## config.mk

```make
export PLATFORM = sky130hd
export DESIGN_NAME = uart_rx
export DESIGN_NICKNAME = d
export VERILOG_FILES = /design/src/rtl/uart_pkg.sv /design/src/rtl/uart_rx_sync.sv /design/src/rtl/uart_rx.sv
export SDC_FILE = /design/constraint.sdc
export NUM_CORES = 1
export LEC_CHECK = 0
export CAP_MARGIN = 0
export CORE_UTILIZATION = 25
export CTS_BUF_LIST = sky130_fd_sc_hd__clkbuf_16
export DETAILED_ROUTE_END_ITERATION = 8
export MAX_ROUTING_LAYER = met4
export SLEW_MARGIN = 20
export SYNTH_ARGS = -nofsm -noshare
export SYNTH_HDL_FRONTEND = slang
export SYNTH_HIERARCHICAL = 1
export SYNTH_SLANG_ARGS = --single-unit
```

## constraint.sdc

```tcl
create_clock -name clk_i -period 2.6 [get_ports clk_i]
set_clock_uncertainty 0.1 [all_clocks]
set_input_delay 0.52 -clock clk_i [delete_from_list [all_inputs] [get_ports clk_i]]
set_output_delay 0.52 -clock clk_i [all_outputs]
set_load 0.005 [all_outputs]
```

## src/rtl/uart_pkg.sv

```systemverilog
// Shared UART definitions: frame geometry, FSM state encoding and bit-timing helper.
package uart_pkg;

   // Payload bits per 8N1 frame.
   localparam int unsigned DataBits = 8;
   localparam int unsigned IdxW     = $clog2(DataBits);

   // Receiver/transmitter line states.
   typedef enum logic [2:0] {
      StIdle,
      StStart,
      StData,
      StStop,
      StBreak
   } uart_state_e;

   // Clock cycles per serial bit; integer division, the caller keeps the result >= 2.
   function automatic int unsigned clks_per_bit(input int unsigned freq,
                                                input int unsigned baud);
      return freq / baud;
   endfunction

endpackage

```

## src/rtl/uart_rx_sync.sv

```systemverilog
// Two-flop synchronizer for the asynchronous rx pin; resets to the idle-high line level.
module uart_rx_sync (
   input  logic clk_i,
   input  logic rst_ni,
   input  logic d_i,
   output logic q_o
);

   logic [1:0] sync_q;

   // Shift the raw line through two flops; reset to 1 so no false start bit follows reset.
   always_ff @(posedge clk_i) begin
      if (!rst_ni) begin
         sync_q <= 2'b11;
      end else begin
         sync_q <= {sync_q[0], d_i};
      end
   end

   assign q_o = sync_q[1];

endmodule

```

## src/rtl/uart_rx.sv

```systemverilog
// 8N1 serial receiver with a one-byte valid/ready holding register, framing-error pulse
// and sticky overrun flag.
module uart_rx
   import uart_pkg::*;
#(
   parameter int unsigned Freq = 100_000_000,
   parameter int unsigned Baud = 115_200
) (
   input  logic       clk_i,
   input  logic       rst_ni,
   input  logic       rx_i,
   output logic [7:0] data_o,
   output logic       valid_o,
   input  logic       ready_i,
   output logic       frame_err_o,
   output logic       overrun_o,
   output logic       busy_o
);

   localparam int unsigned ClksPerBit = clks_per_bit(Freq, Baud);
   localparam int unsigned Half       = ClksPerBit / 2;
   localparam int unsigned CntW       = $clog2(ClksPerBit);

   localparam logic [CntW-1:0] HalfLast = CntW'(Half - 1);
   localparam logic [CntW-1:0] BitLast  = CntW'(ClksPerBit - 1);
   localparam logic [IdxW-1:0] IdxLast  = IdxW'(DataBits - 1);

   logic                rx_s;

   uart_state_e         state_q, state_d;
   logic [CntW-1:0]     cnt_q, cnt_d;
   logic [IdxW-1:0]     idx_q, idx_d;
   logic [DataBits-1:0] shift_q, shift_d;
   logic                deliver_q, deliver_d;
   logic                frame_err_q, frame_err_d;

   logic [7:0]          data_q, data_d;
   logic                valid_q, valid_d;
   logic                overrun_q, overrun_d;

   uart_rx_sync u_sync (
      .clk_i  (clk_i),
      .rst_ni (rst_ni),
      .d_i    (rx_i),
      .q_o    (rx_s)
   );

   // Frame FSM, bit counter and shifter state registers.
   always_ff @(posedge clk_i) begin
      if (!rst_ni) begin
         state_q     <= StIdle;
         cnt_q       <= '0;
         idx_q       <= '0;
         shift_q     <= '0;
         deliver_q   <= 1'b0;
         frame_err_q <= 1'b0;
      end else begin
         state_q     <= state_d;
         cnt_q       <= cnt_d;
         idx_q       <= idx_d;
         shift_q     <= shift_d;
         deliver_q   <= deliver_d;
         frame_err_q <= frame_err_d;
      end
   end

   // Next-state logic: start is checked mid-bit, data/stop one full bit period later each.
   always_comb begin
      state_d     = state_q;
      cnt_d       = cnt_q;
      idx_d       = idx_q;
      shift_d     = shift_q;
      deliver_d   = 1'b0;
      frame_err_d = 1'b0;

      unique case (state_q)
         StIdle: begin
            if (!rx_s) begin
               state_d = StStart;
               cnt_d   = '0;
            end
         end

         StStart: begin
            if (cnt_q == HalfLast) begin
               cnt_d = '0;
               if (!rx_s) begin
                  state_d = StData;
                  idx_d   = '0;
               end else begin
                  // Line went back high before mid-start: treat as a glitch.
                  state_d = StIdle;
               end
            end else begin
               cnt_d = cnt_q + 1'b1;
            end
         end

         StData: begin
            if (cnt_q == BitLast) begin
               cnt_d          = '0;
               shift_d[idx_q] = rx_s;
               if (idx_q == IdxLast) begin
                  state_d = StStop;
               end else begin
                  idx_d = idx_q + 1'b1;
               end
            end else begin
               cnt_d = cnt_q + 1'b1;
            end
         end

         StStop: begin
            if (cnt_q == BitLast) begin
               cnt_d = '0;
               if (rx_s) begin
                  deliver_d = 1'b1;
                  state_d   = StIdle;
               end else begin
                  frame_err_d = 1'b1;
                  state_d     = StBreak;
               end
            end else begin
               cnt_d = cnt_q + 1'b1;
            end
         end

         StBreak: begin
            // Hold here while the line stays low so a break reports only one error.
            if (rx_s) begin
               state_d = StIdle;
            end
         end

         default: begin
            state_d = StIdle;
         end
      endcase
   end

   // Holding register and overrun flag state.
   always_ff @(posedge clk_i) begin
      if (!rst_ni) begin
         data_q    <= '0;
         valid_q   <= 1'b0;
         overrun_q <= 1'b0;
      end else begin
         data_q    <= data_d;
         valid_q   <= valid_d;
         overrun_q <= overrun_d;
      end
   end

   // Consume on valid&&ready; a delivery in the same cycle refills the register.
   always_comb begin
      data_d    = data_q;
      valid_d   = valid_q;
      overrun_d = overrun_q;

      if (valid_q && ready_i) begin
         valid_d   = 1'b0;
         overrun_d = 1'b0;
      end

      if (deliver_q) begin
         if (!valid_q || ready_i) begin
            data_d  = shift_q;
            valid_d = 1'b1;
         end else begin
            // Register still owned by the consumer: drop the new byte.
            overrun_d = 1'b1;
         end
      end
   end

   assign data_o      = data_q;
   assign valid_o     = valid_q;
   assign overrun_o   = overrun_q;
   assign frame_err_o = frame_err_q;
   assign busy_o      = (state_q != StIdle);

endmodule
```

==> results of run 1 <==
metrics by stage:
stage	utilization, %	power (W)	hold slack, ns	cells
floorplan	-	0.000749	0.286	203
global placement	29.3	0.000788	0.304	309
detailed placement	29.3	0.000789	0.295	309
CTS	31.9	0.00156	0.308	317
global route	31.9	0.00161	0.316	317
finish	31.9	0.00155	0.308	317
power by group through the flow:
| stage | clock network (W) | registers (W) | logic (W) |
|---|---|---|---|
| 2_1_floorplan | 0 | 0.000618 | 0.000131 |
| 3_3_place_gp | 0 | 0.000627 | 0.000162 |
| 3_5_place_dp | 0 | 0.000628 | 0.000162 |
| 4_1_cts | 0.000787 | 0.000615 | 0.000163 |
| 5_1_grt | 0.000813 | 0.000618 | 0.000179 |
| 6_report | 0.000775 | 0.000615 | 0.000161 |
synth_stat cells (2+ instances only):
cell	n	area, sq um
nand2_1	23	86.3
o221ai_1	3	26.3
nor3b_4	2	37.5
nor4_1	7	43.8
and2_1	4	25.0
nor4b_2	2	30.0
nand2b_1	6	37.5
o21a_1	2	15.0
xnor2_1	2	17.5
o41ai_1	2	17.5
o31a_1	2	17.5
clkbuf_1	6	22.5
mux2i_1	17	170
o21ai_1	4	20.0
o22ai_1	3	18.8
or4_1	2	15.0
nor3_1	5	25.0
buf_2	2	10.0
ha_1	5	62.6
a211oi_1	2	15.0
and4bb_2	2	25.0
nand3_1	7	35.0
o311ai_1	2	17.5
inv_1	8	30.0
nor2_1	12	45.0
or2_2	2	12.5
a21oi_1	8	40.0
dfxtp_1	38	761
o211ai_1	2	15.0
cell usage in the layout (no fill, tap or decap), types with 6 or more instances in the layout:
cell             Yosys  final
clkdlybuf4s50_1      0     15
nand2_1             23     23
nand2b_1             6      6
nand3_1              7      7
mux2i_1             17     17
nor4_1               7      7
dfxtp_1             38     38
a21oi_1              8      8
inv_1                8      8
nor2_1              12     12
registers in the layout, summed over array words and instances, names as in the netlist:
signal / cells
shift_q: 8
u_sync/sync_q: 2
idx_q: 3
deliver_q: 1
overrun_o: 1
state_q: 3
frame_err_o: 1
data_o: 8
cnt_q: 10
valid_o: 1
layer usage:
| layer | routed length, um | share of wire (%) | track usage [%] | vias up |
|---|---|---|---|---|
| met5 | 0 | 0 | - | - |
| met4 | 34 | 0.90 | 3.46 | 0 |
| met3 | 85 | 2.3 | 2.49 | 2 |
| met2 | 1660 | 44 | 15.7 | 20 |
| met1 | 1990 | 53 | 14.6 | 691 |
| li1 | - | - | - | 772 |
area by class of cell:
| class | instances | area, sq um | share of cell area (%) |
|---|---|---|---|
| sequential | 38 | 761 | 32.5 |
| inverter | 8 | 30.0 | 1.28 |
| clock buffer | 5 | 125 | 5.35 |
| multi-input combinational | 146 | 1060 | 45.5 |
| clock inverter | 3 | 63.8 | 2.73 |
| timing repair buffer | 18 | 173 | 7.38 |
| tap | 99 | 124 | 5.29 |
path summary, 6_finish.rpt:
path / startpoint / to / slack [ns] / cells past startpoint
max: state_q[2]$_SDFFE_PN0P_ / busy_o / 0.43 / 2
min: u_sync/sync_q[0]$_SDFF_PN1_ / u_sync/sync_q[1]$_SDFF_PN1_ / 0.31 / 1
max reg2reg: cnt_q[0]$_SDFFE_PN0P_ / state_q[0]$_SDFFE_PN0P_ / 0.45 / 5
min reg2reg: u_sync/sync_q[0]$_SDFF_PN1_ / u_sync/sync_q[1]$_SDFF_PN1_ / 0.31 / 1
logic make-up (layout without fill, tap and decap cells):
logic type,Yosys count,in the layout,synth area share (%)
adders and majority gates,5,5,3.28
and+or+nand+nor,81,81,25.4
buffers and inverters,19,34,4.46
muxes,17,17,8.91
AOI/OAI and AO/OA,41,41,17.2
DFF,38,38,39.8
xor gates and xnor gates,2,2,0.918
==> summary.md, run 1 <==
| Metric | Value |
|---|---|
| Final hold violation count | `0` |
| Synthesized area per cell | `~9.4 sq um` |
| CP Class | `reg2out` |
| Nature of the critical path endpoint | `primary output` |
| Sw Share | `22.2%` |
| Flip-flop and latch count after synthesis | `38` |
| First-pass GRT wire length | `around 6.6 mm` |
| Fillcell total | `approximately 730` |
| Initial antenna violation count | `0` |
| Crit-path slowest cell | `clkdlybuf4s50_1` |
| Final HPWL DP | `approximately 2.6 mm` |
| Max Slew Vio Count | `0` |
| IO Pins | `16` |
| Post-Syn Nets | `about 210` |
| P_sw | `about 0.00034 W` |
| Fmax achieved | `460 MHz` |
| PostCTS Resize Cnt | `0` |
| Inserted Clock Buffers | `5` |
| Die H | `slightly below 90 um` |
| Bufs on Longest Clock Path | `2` |
| Status | `complete, no violations` |
| Drt wl/cell | `approximately 12 um` |
| Drt pass-1 iters | `4` |
| PD cells | `approximately 660 nW/um^2` |
| Peak supply drop | `roughly 0.24 mV` |
| Synth warn | `6` |
| Synth cell types | `50` |
| Crit path largest cell delay | `~0.45 ns` |
| Initial core utilization | `between 20% and 30%` |
| CP Launch Type | `flip-flop` |
| Via/cell ratio | `~4.7` |
| # clock sinks | `38` |
| Post-place instance area | `2150 sq um` |
| Post-Route WL | `between 3 and 4 mm` |
| CTS root buf | `clkbuf_16` |
| Gpl congestion | `around 0.76` |
| H-Tree Level Count | `2` |
| Share of cells above drive strength 1 | `10.6%` |
| Worst EP required | `between 1.5 and 2 ns` |
| GRT Total Usage | `approximately 11%` |
| Final worst path period need | `roughly 2.2 ns` |
| Die Wd | `just under 90 um` |
| Pleak | `0.824 nW` |
| Sequential power share | `about two fifths` |
| Mapped Area | `roughly 1900 sq um` |
| P&R area growth vs syn | `22.5%` |
| Fin Setup TNS | `0 ns` |
| Post CTS Setup Buffer Count | `0` |
| # hold bufs at CTS | `0` |
| DRT iter0 DRCs | `~110` |
| Final Setup Violations | `0` |
| Cell family with most CP delay | `buffers and inverters` |
| Fraction of registers with async set/reset | `0%` |
| CTS tree | `done` |
| CP Cell Sequence | `or3_1, clkdlybuf4s50_1` |
| Final ANT Viol Nets | `0` |
| Most used DFF post-synth | `dfxtp_1` |
| Worst min path class | `reg2reg` |
| Unrepaired setup endpoints after global routing | `false` |
| EDFF count, synth | `0` |
| Rows | `31` |
| Reg clk slew, reported paths | `about 0.060 ns` |
| Clock Power Share | `~50%` |
| Worst Slack Setup Final | `between 0.4 and 0.5 ns` |
| Core Box Area | `approximately 7300 sq um` |
| Largest net degree at the start of global routing | `20` |
| Die area | `7990 sq um` |
| Register area share after synthesis | `39.8%` |
| Critical path data arrival time | `roughly 1.6 ns` |
| Antenna cells | `0` |
| Logic pwr share | `10.4%` |
| GR Overflow Total | `0` |
| Top fanout value on the critical path | `11` |
| Fin nets | `226` |
| CP bufs+invs | `1` |
| Via count | `roughly 1500` |
| Relative slew slack | `49.1%` |
| Clock latency on the worst-skew pair | `0.28 ns` |
| Design area | `between 2000 and 2500 sq um` |
| Final Cycle Share | `a little over four fifths` |
| Pre-CTS WS | `about 0.47 ns` |
| IO buf count | `15` |
| Vias in the first global route | `1385` |
| Internal Pwr Total | `0.00121 W` |
| Worst Tran Pin Value | `0.761 ns` |
| Cells after Synth | `just over 200` |
| DRC viols | `0` |
| MaxCap Viol Count | `0` |
No activity file was read; power rests on OpenSTA's default activity.
==> run 2, diff against run 1 <==
clock period = 1.8 ns   (was 2.6 ns; I/O delays follow)
==> run 2 against run 1 <==
The run now ends with setup timing left. Power grew 32%. Non-clock buffer count grew 30. Die area is the same. Worst hold slack gained 0.014 ns. First-iteration DRC count shrank 48%. Global-route usage grew 1.9 points. Design area grew 16%. Sequential share of layout area shrank 4.1 points. Setup slack lost 0.43 ns. Count of clock-buffer cells in the layout is the same. Combinational power grew 99%. Clock power grew 9.8%. Highest routed layer unchanged.
==> summary.md, run 2 (same netlist as run 1, synthesis figures left out) <==
| Metric | Value |
|---|---|
| Unrepaired setup endpoints after global routing | `true` |
| PD cells | `757 nW/um^2` |
| Nature of the critical path endpoint | `flip-flop` |
| CP Class | `reg2reg` |
| Pleak | `about 1 nW` |
| Max FFs per register | `10` |
| Leading cell types in the layout, fill and taps excluded | `dfxtp_1, buf_4, nand2_1, mux2i_1, clkdlybuf4s50_1` |
| Antenna cells | `0` |
| Largest net degree at the start of global routing | `16` |
| Worst min path class | `reg2reg` |
| Vias in the first global route | `1544` |
| Peak supply drop | `0.325 mV` |
| Reg clk slew, reported paths | `~0.06 ns` |
| Grt met3 use | `2.49%` |
| Critical path data arrival time | `around 1.9 ns` |
| Die H | `just under 90 um` |
| MaxCap Viol Count | `0` |
| Relative slew slack | `~73%` |
| CTS tree | `done` |
| CP Launch Type | `flip-flop` |
| Die area | `about 8000 sq um` |
| Final Util | `36.9%` |
| Via/cell ratio | `about 4.8` |
| # clock sinks | `38` |
| CTS root buf | `clkbuf_16` |
| Reg-to-Reg Start | `cnt_q[1]$_SDFFE_PN0P_` |
| Core Box Area | `roughly 7300 sq um` |
| Worst setup path startpoint | `cnt_q[1]$_SDFFE_PN0P_` |
| IO Pins | `16` |
| Total power of the final layout | `0.00205 W` |
| Final hold violation count | `0` |
| Clock latency on the worst-skew pair | `0.28 ns` |
| Layer carrying the most global-route usage | `met2` |
| Gpl congestion | `between 0.7 and 0.8` |
| Pre-CTS WS | `-0.0425 ns` |
| Via count | `1665` |
| Fin nets | `approximately 260` |
| Top reg by flops | `cnt_q` |
| Rows | `31` |
| Worst EP required | `1.91 ns` |
| DRT iter0 DRCs | `56` |
| Final HPWL DP | `2.95 mm` |
| GR Overflow Total | `0` |
| P&R area growth vs syn | `41.6%` |
| Worst Slack Setup Final | `-0.00610 ns` |
| Hold depth | `1` |
| Final ANT Viol Nets | `0` |
| Commonest non-fill, non-tap cell in the layout | `dfxtp_1` |
| DRC viols | `0` |
| Reg2reg path depth | `5` |
| Initial antenna violation count | `0` |
| Inserted Clock Buffers | `5` |
| Final worst path period need | `~1.8 ns` |
| Die Wd | `89.4 um` |
| Final Cycle Share | `100%` |
| Failing checks | `setup timing` |
| H-Tree Level Count | `2` |
| Design area | `~2700 sq um` |
| FF-to-FF End | `idx_q[1]$_SDFFE_PN0P_` |
| Met2 Use GR | `18.3%` |
| Share of cells above drive strength 1 | `between 20% and 30%` |
| Post-place instance area | `2370 sq um` |
| Grt met1 use | `roughly 17%` |
| Fmax achieved | `554 MHz` |
| Fillcell total | `between 600 and 700` |
| Drt wl/cell | `around 13 um` |
| Max Slew Vio Count | `0` |
| First-pass GRT wire length | `between 7 and 8 mm` |
| Top fanout value on the critical path | `3` |
| Bufs on Longest Clock Path | `2` |
| R2R Setup Slk | `-0.006 ns` |
| Drt pass-1 iters | `4` |
| Status | `finished, violations left` |
| Worst Tran Pin Value | `0.410 ns` |
| Final Setup Violations | `3` |
| Setup crit end | `idx_q[1]$_SDFFE_PN0P_` |
| IO buf count | `15` |
| GRT Total Usage | `~13%` |
| Post-Route WL | `around 4.7 mm` |
| Initial core utilization | `a little over a quarter` |
run 2: worst max-delay path: stages (launching register included):
cell and delay [ns]:
dfxtp_4 0.37, ha_4 0.14, and4bb_2 0.30, nand3_4 0.11, a2111oi_4 0.49, mux2i_1 0.23
run 2: cell type report:
cell class | instances | area (sq um) | share of cell area, %
clock buffer | 5 | 125 | 4.63
clock inverter | 3 | 16.3 | 0.602
timing repair buffer | 48 | 413 | 15.3
multi-input combinational | 148 | 1230 | 45.4
tap | 99 | 124 | 4.58
inverter | 8 | 30.0 | 1.11
sequential | 38 | 768 | 28.4
run 2: report_power, final:
part | internal [W] | switching [W] | total (W)
combinational | 0.000139 | 0.000182 | 0.000321
sequential | 0.000860 | 0.0000143 | 0.000875
clock | 0.000505 | 0.000346 | 0.000851
total | 0.00150 | 0.000542 | 0.00205
run 2: how the worst min path moves through the flow:
stage                                  end                         from
6_report       u_sync/sync_q[1]$_SDFF_PN1_  u_sync/sync_q[0]$_SDFF_PN1_
5_1_grt        u_sync/sync_q[1]$_SDFF_PN1_  u_sync/sync_q[0]$_SDFF_PN1_
4_1_cts        u_sync/sync_q[1]$_SDFF_PN1_  u_sync/sync_q[0]$_SDFF_PN1_
3_5_place_dp   u_sync/sync_q[1]$_SDFF_PN1_  u_sync/sync_q[0]$_SDFF_PN1_
3_3_place_gp   u_sync/sync_q[1]$_SDFF_PN1_  u_sync/sync_q[0]$_SDFF_PN1_
2_1_floorplan  u_sync/sync_q[1]$_SDFF_PN1_  u_sync/sync_q[0]$_SDFF_PN1_
run 2: layer usage:
layer	wire, um	part of all wire (%)	vias to the layer above
met1	2310	49	793
met3	113	2.4	8
met2	2180	47	23
li1	-	-	841
met5	0	0	-
met4	69	1.5	0
run 2: through the flow:
step,TNS [ns],hold slack [ns],cells
floorplan,0,0.286,203
global placement,-0.0467,0.308,336
detailed placement,-0.193,0.302,336
CTS,0,0.316,347
global route,-0.854,0.346,349
finish,-0.0157,0.321,349
run 2: repair_timing:
| item | 4_1_cts | 5_1_grt |
|---|---|---|
| setup buffers | 1 | 2 |
| cloned | 2 | 0 |
| gates resized for setup | 9 | 19 |
| pin swaps | 5 | 7 |
| endpoints found under the setup margin | 14 | 19 |
| hold buffers | 0 | 0 |
==> run 3, diff against run 2 <==
CAP_MARGIN = not set   (was 0)
==> results of run 3 <==
Final layout, timing and power as in run 2 (identical DEF).
